==> config.mk <==
export PLATFORM = sky130hd
export DESIGN_NAME = gray_step_monitor
export DESIGN_NICKNAME = d
export VERILOG_FILES = /design/src/rtl/gray_mon_pkg.sv /design/src/rtl/gray_digit_decode.sv /design/src/rtl/gray_step_monitor.sv
export SDC_FILE = /design/constraint.sdc
export NUM_CORES = 1
export LEC_CHECK = 0
export BUFFER_PORTS_ARGS = -buffer_cell sky130_fd_sc_hd__buf_2
export CORE_MARGIN = 3
export CORE_UTILIZATION = 45
export DETAILED_ROUTE_END_ITERATION = 10
export GPL_ROUTABILITY_DRIVEN = 1
export MAX_ROUTING_LAYER = met4
export PLACE_DENSITY = 0.7
export RECOVER_POWER = 100
export SYNTH_ARGS = -nofsm -noshare
export SYNTH_HDL_FRONTEND = slang
export SYNTH_SLANG_ARGS = --single-unit
==> constraint.sdc <==
create_clock -name clk -period 3.31 [get_ports clk]
set_input_delay 0.331 -clock clk [delete_from_list [all_inputs] [get_ports clk]]
set_output_delay 0.331 -clock clk [all_outputs]
set_load 0.05 [all_outputs]
==> src/rtl/gray_mon_pkg.sv <==
// Shared definitions for the Gray step monitor: FSM encoding, digit width
// and the full-scale count helper.
package gray_mon_pkg;

   localparam int DIGIT_W = 4;

   typedef enum logic [1:0] {
      ST_IDLE   = 2'd0,
      ST_TRACK  = 2'd1,
      ST_RESYNC = 2'd2
   } state_e;

   // All-ones value of a DIGITS-digit word; 64-bit so wide configurations do not overflow.
   function automatic logic [63:0] gray_max(input int digits);
      return (64'd1 << (DIGIT_W * digits)) - 64'd1;
   endfunction

endpackage

==> src/rtl/gray_digit_decode.sv <==
// Combinational 4-bit Gray-to-binary converter for a single counter digit.
module gray_digit_decode
   import gray_mon_pkg::*;
(
   input  logic [DIGIT_W-1:0] i_gray,
   output logic [DIGIT_W-1:0] o_bin
);

   assign o_bin = {i_gray[3],
                   i_gray[3] ^ i_gray[2],
                   i_gray[3] ^ i_gray[2] ^ i_gray[1],
                   i_gray[3] ^ i_gray[2] ^ i_gray[1] ^ i_gray[0]};

endmodule

==> src/rtl/gray_step_monitor.sv <==
// Observer for the digit-wise Gray up/down counter: flags illegal steps, counts
// errors, pulses on wrap and resynchronises. Optional GRAY_MON_COUT_CHECK_EN adds a carry check.
module gray_step_monitor
   import gray_mon_pkg::*;
#(
   parameter int DIGITS      = 2,
   parameter int ERR_CNT_W   = 8,
   parameter int RESYNC_GOOD = 4
)
(
   input  logic                          clk,
   input  logic                          rst,
   input  logic [DIGIT_W*DIGITS-1:0]     gray,
   input  logic                          en,
   input  logic                          dir,
   input  logic                          cout,
   output logic [DIGIT_W*DIGITS-1:0]     bin,
   output logic [1:0]                    state,
   output logic                          step_err,
   output logic                          wrap,
   output logic [ERR_CNT_W-1:0]          err_cnt
);

   localparam int                W   = DIGIT_W * DIGITS;
   localparam logic [W-1:0]      MAX = W'(gray_max(DIGITS));
   localparam logic [3:0]        GOOD_LAST = 4'(RESYNC_GOOD - 1);

   state_e               r_state;
   state_e               w_state_nxt;
   logic [W-1:0]         r_bin;
   logic [W-1:0]         w_cur;
   logic [W-1:0]         w_exp;
   logic                 r_en_q;
   logic                 r_dir_q;
   logic                 r_step_err;
   logic                 r_wrap;
   logic [ERR_CNT_W-1:0] r_err_cnt;
   logic [3:0]           r_good;
   logic                 w_match;
   logic                 w_cout_bad;
   logic                 w_bad;
   logic                 w_at_end;
   logic                 w_step_err_d;
   logic                 w_wrap_d;
   logic [3:0]           w_good_d;

   for (genvar d = 0; d < DIGITS; d++) begin : g_dig
      gray_digit_decode u_dec (
         .i_gray (gray[DIGIT_W*d +: DIGIT_W]),
         .o_bin  (w_cur[DIGIT_W*d +: DIGIT_W])
      );
   end

   // Reference for this sample: the step the counter was told to take last cycle.
   assign w_exp    = r_en_q ? (r_dir_q ? r_bin + W'(1) : r_bin - W'(1)) : r_bin;
   assign w_match  = (w_cur == w_exp);
   assign w_at_end = r_dir_q ? (r_bin == MAX) : (r_bin == '0);

`ifdef GRAY_MON_COUT_CHECK_EN
   logic r_cout_q;

   always_ff @(posedge clk or posedge rst) begin
      if (rst) r_cout_q <= 1'b0;
      else     r_cout_q <= cout;
   end

   assign w_cout_bad = (r_cout_q != w_at_end);
`else
   logic w_unused_cout;
   assign w_unused_cout = cout;
   assign w_cout_bad    = 1'b0;
`endif

   assign w_bad = ~w_match | w_cout_bad;

   always_ff @(posedge clk or posedge rst) begin
      if (rst) r_state <= ST_IDLE;
      else     r_state <= w_state_nxt;
   end

   always_comb begin
      w_state_nxt = r_state;
      case (r_state)
         ST_IDLE:   w_state_nxt = ST_TRACK;
         ST_TRACK:  if (w_bad) w_state_nxt = ST_RESYNC;
         ST_RESYNC: if (w_match && r_good == GOOD_LAST) w_state_nxt = ST_TRACK;
         default:   w_state_nxt = ST_IDLE;
      endcase
   end

   always_comb begin
      w_step_err_d = 1'b0;
      w_wrap_d     = 1'b0;
      w_good_d     = 4'd0;
      case (r_state)
         ST_TRACK: begin
            w_step_err_d = w_bad;
            w_wrap_d     = ~w_bad & r_en_q & w_at_end;
         end
         ST_RESYNC: begin
            if (w_match && r_good != GOOD_LAST) w_good_d = r_good + 4'd1;
         end
         default: ;
      endcase
   end

   always_ff @(posedge clk or posedge rst) begin
      if (rst) begin
         r_bin      <= '0;
         r_en_q     <= 1'b0;
         r_dir_q    <= 1'b0;
         r_step_err <= 1'b0;
         r_wrap     <= 1'b0;
         r_err_cnt  <= '0;
         r_good     <= 4'd0;
      end else begin
         r_bin      <= w_cur;
         r_en_q     <= en;
         r_dir_q    <= dir;
         r_step_err <= w_step_err_d;
         r_wrap     <= w_wrap_d;
         r_good     <= w_good_d;
         if (w_step_err_d && r_err_cnt != '1) r_err_cnt <= r_err_cnt + ERR_CNT_W'(1);
      end
   end

   assign bin      = r_bin;
   assign state    = r_state;
   assign step_err = r_step_err;
   assign wrap     = r_wrap;
   assign err_cnt  = r_err_cnt;

endmodule

==> metrics.log <==
INFO  metric skew = between 0.009 and 0.01 ns
INFO  metric timing.critical_path.fanout_max = 15
INFO  metric gp_congestion = about 0.83
INFO  metric layout_common_cells = sky130_fd_sc_hd__dfrtp_1, sky130_fd_sc_hd__clkbuf_1, sky130_fd_sc_hd__nand3_1
INFO  metric cts.repair_timing.setup_buffer_count = 0
INFO  metric detailedRoute.firstIterationViolations = 55
INFO  metric slew_violations = 0
INFO  metric rsz0062_at_grt = false
INFO  metric mostFrequentLayoutCell = sky130_fd_sc_hd__dfrtp_1
INFO  metric grt_usage = a little under a fifth
INFO  metric die-area = about 4700 um^2
INFO  metric tritoncts = built
INFO  metric num_antenna_cells = 0
INFO  metric grt_max_degree = 27
INFO  metric clock_path_buffers = 2
INFO  metric synth_instances = 178
INFO  metric fmax = approximately 330 MHz
INFO  metric tightest_slew = a little under 1 ns
INFO  metric asyncSetResetFlopFracSynth = 100%
INFO  metric post-route-util = roughly 54%
INFO  metric drc = 0
INFO  metric area_overhead_of_the_layout_relative_to_synthesis = 13.5%
INFO  metric core-area = ~3700 um^2
INFO  metric synthFlopType = sky130_fd_sc_hd__dfrtp_1
INFO  metric layout_min_cycle_time = around 3.0 ns
INFO  metric via_cell_ratio = ~5.7
INFO  metric crit_path_start_kind = flip-flop
INFO  metric yosys_register_bits = 26
INFO  metric hpwlAfterDp = between 2000 and 3000 um
INFO  metric crit_path_cell_trace = inv_1, ha_1, nor2b_1, o31a_1, o41a_1, and3_1, nor4_4, buf_12, a211oi_1, mux2_1
INFO  metric antenna_violating_nets_post_route = 0
INFO  metric holdWs = 0.164 ns
INFO  metric cts.clk_slew.worst_paths = around 0.090 ns
INFO  metric status = finished clean
INFO  metric grt_first_pass_wirelength = 6290 um
INFO  metric final-setup-viol-count = 0
INFO  metric cts_htree_levels = 1
INFO  metric hold_viol = 0
INFO  metric timing.critical_path.slowest_cell_delay = 0.40 ns
INFO  metric floorplan.die.width = roughly 69 um
INFO  metric drt_pre_antenna_iters = 6
INFO  metric starting_utilization_of_the_core_area = a little under half
INFO  metric floorplan.io_pins = 33
INFO  metric fin_nets = ~240
INFO  metric hold_path_class = in -> reg
INFO  metric core.rowCount = 22
INFO  metric worstPathArrival = approximately 3.2 ns
INFO  metric drt-wirelength-per-cell = between 10 and 15 um
INFO  metric synth-edff-count = 0
INFO  metric pre_cts_ws = about 0.33 ns
INFO  metric required = 3.48 ns
INFO  metric cts_inserted_buffers = 3
INFO  metric power = 1450 uW
INFO  metric critical-path-slowest-cell = sky130_fd_sc_hd__o41a_1
INFO  metric syn_avg_cell_area = roughly 10 um^2
INFO  metric clockRootBuffer = sky130_fd_sc_hd__clkbuf_8
INFO  metric clk_latency = 0.28 ns
INFO  metric max_cap_viol_count = 0
INFO  metric number_of_global_route_vias_before_repair = about 1300
INFO  metric timing.final.ws_setup = roughly 0.32 ns
INFO  metric tns = 0 ns
INFO  metric place.port_buffers = 31
INFO  metric totalWireLength = between 3000 and 4000 um
INFO  metric timing.critical_path.to_type = flip-flop
INFO  metric power.static_leakage = around 0.00082 uW
INFO  metric critPathKind = reg -> reg
INFO  metric ys_warn_count = 0
INFO  metric period_share = between 90 and 100%
INFO  metric post_cts_resize_count = 0
INFO  metric synth.cell_area = roughly 1800 um^2
INFO  metric globalRouteOverflowTotal = 0
INFO  metric final.fill_count = between 300 and 400
INFO  metric layout-drive-gt1-share = 11.7%
INFO  metric antenna_found_initial = 0
INFO  metric synth_cell_types = 55
INFO  metric slew_headroom = between 30% and 40%
INFO  metric routed-via-count = between 1000 and 1500
INFO  metric die_h = 68.8 um
INFO  metric seq_area_frac_synth = 36.7%
INFO  metric cts_sinks = 26
INFO  metric vdd.ir_drop.worst = 0.610 mV
INFO  metric hold_buffers = 0
INFO  metric mappedNetlistNets = 200
INFO  metric power_density = roughly 700 nW/um^2
state kept, by name, summed over array words and instances (netlist names):
| signal | flops |
|---|---|
| bin | 8 |
| step_err | 1 |
| r_dir_q | 1 |
| wrap | 1 |
| err_cnt | 8 |
| state | 2 |
| r_en_q | 1 |
| r_good | 4 |
cell families (layout without fill, tap and decap cells):
kind of cell	count (synthesis)	in the layout	share of synthesized area [%]
and+or+nand+nor	71	71	23.1
adders and majority gates	9	9	6.78
buffers and inverters	12	47	3.25
DFF	26	26	36.7
xor gates and xnor gates	16	16	10.0
muxes	3	3	2.54
AOI/OAI and AO/OA	41	41	17.6
stage by stage:
step,instances,area [um^2]
6_report,261,2010
5_1_grt,261,2010
4_1_cts,261,2070
3_5_place_dp,257,2000
3_3_place_gp,257,2000
2_1_floorplan,178,1770
final cells by class:
type	instances	area (um^2)	area share [%]
Clock inverter	1	30.0	1.49
Timing Repair Buffer	35	170	8.46
Sequential cell	26	651	32.3
Inverter	8	30.0	1.49
Clock buffer	3	41.3	2.05
Tap cell	48	60.1	2.99
Multi-Input combinational cell	140	1030	51.2
critical path, delay by kind of cell, from the launching register on:
| family | cells | cell delay, ns |
|---|---|---|
| adders and majority gates | 1 | 0.34 |
| AOI/OAI and AO/OA | 3 | 0.76 |
| and+or+nand+nor | 3 | 0.70 |
| DFF | 1 | 0.38 |
| buffers and inverters | 2 | 0.39 |
| muxes | 1 | 0.31 |
worst paths after layout:
check / start / endpoint / slack [ns] / cells past startpoint
setup / recovery: r_dir_q$_DFF_PP0_ / err_cnt[4]$_DFFE_PP0P_ / 0.32 / 10
hold / removal: en / r_en_q$_DFF_PP0_ / 0.16 / 1
setup reg to reg: r_dir_q$_DFF_PP0_ / err_cnt[4]$_DFFE_PP0P_ / 0.32 / 10
hold reg to reg: r_good[0]$_DFF_PP0_ / r_good[0]$_DFF_PP0_ / 0.47 / 1
max in group asynchronous: rst / step_err$_DFF_PP0_ / 2.45 / 2
min in group asynchronous: rst / err_cnt[1]$_DFFE_PP0P_ / 0.27 / 2
layer usage:
layer | share of wire, % | track usage (%) | up-vias
met3 | 4.0 | 2.43 | 5
met4 | 1.4 | 5.84 | 0
met1 | 49 | 26.9 | 711
met5 | 0 | - | -
li1 | - | - | 737
met2 | 45 | 26.5 | 35
cells in the mapped netlist, types with 2 or more instances:
master                     count  area share (%)
sky130_fd_sc_hd__nor2_1       10             2.1
sky130_fd_sc_hd__nor2b_1       3             1.1
sky130_fd_sc_hd__ha_1          8             5.6
sky130_fd_sc_hd__mux2_1        2             1.3
sky130_fd_sc_hd__a21oi_1       7             2.0
sky130_fd_sc_hd__xor2_1        4             2.0
sky130_fd_sc_hd__o22ai_1       2            0.71
sky130_fd_sc_hd__nand4_1       4             1.4
sky130_fd_sc_hd__nor4_1        2            0.71
sky130_fd_sc_hd__inv_1         8             1.7
sky130_fd_sc_hd__xnor2_1       7             3.5
sky130_fd_sc_hd__o21a_1        3             1.3
sky130_fd_sc_hd__or3_1         2            0.71
sky130_fd_sc_hd__a21o_1        3             1.3
sky130_fd_sc_hd__dfrtp_1      26              37
sky130_fd_sc_hd__xor2_2        4             3.7
sky130_fd_sc_hd__nand3_1      14             4.0
sky130_fd_sc_hd__a211oi_1      5             2.1
sky130_fd_sc_hd__nand2b_1      3             1.1
sky130_fd_sc_hd__nand2_1      12             2.5
sky130_fd_sc_hd__nor3_1       10             2.8
sky130_fd_sc_hd__o31a_1        2            0.99
sky130_fd_sc_hd__o21ai_0       5             1.4
report_power, final:
group | internal [uW] | leakage [uW] | total [uW] | switching, uW
logic | 211 | 0.000466 | 705 | 494
clock network | 162 | 0.0000357 | 263 | 101
registers | 388 | 0.000316 | 477 | 89.3
total | 762 | 0.000817 | 1450 | 684
(Power assumes the default switching activity.)
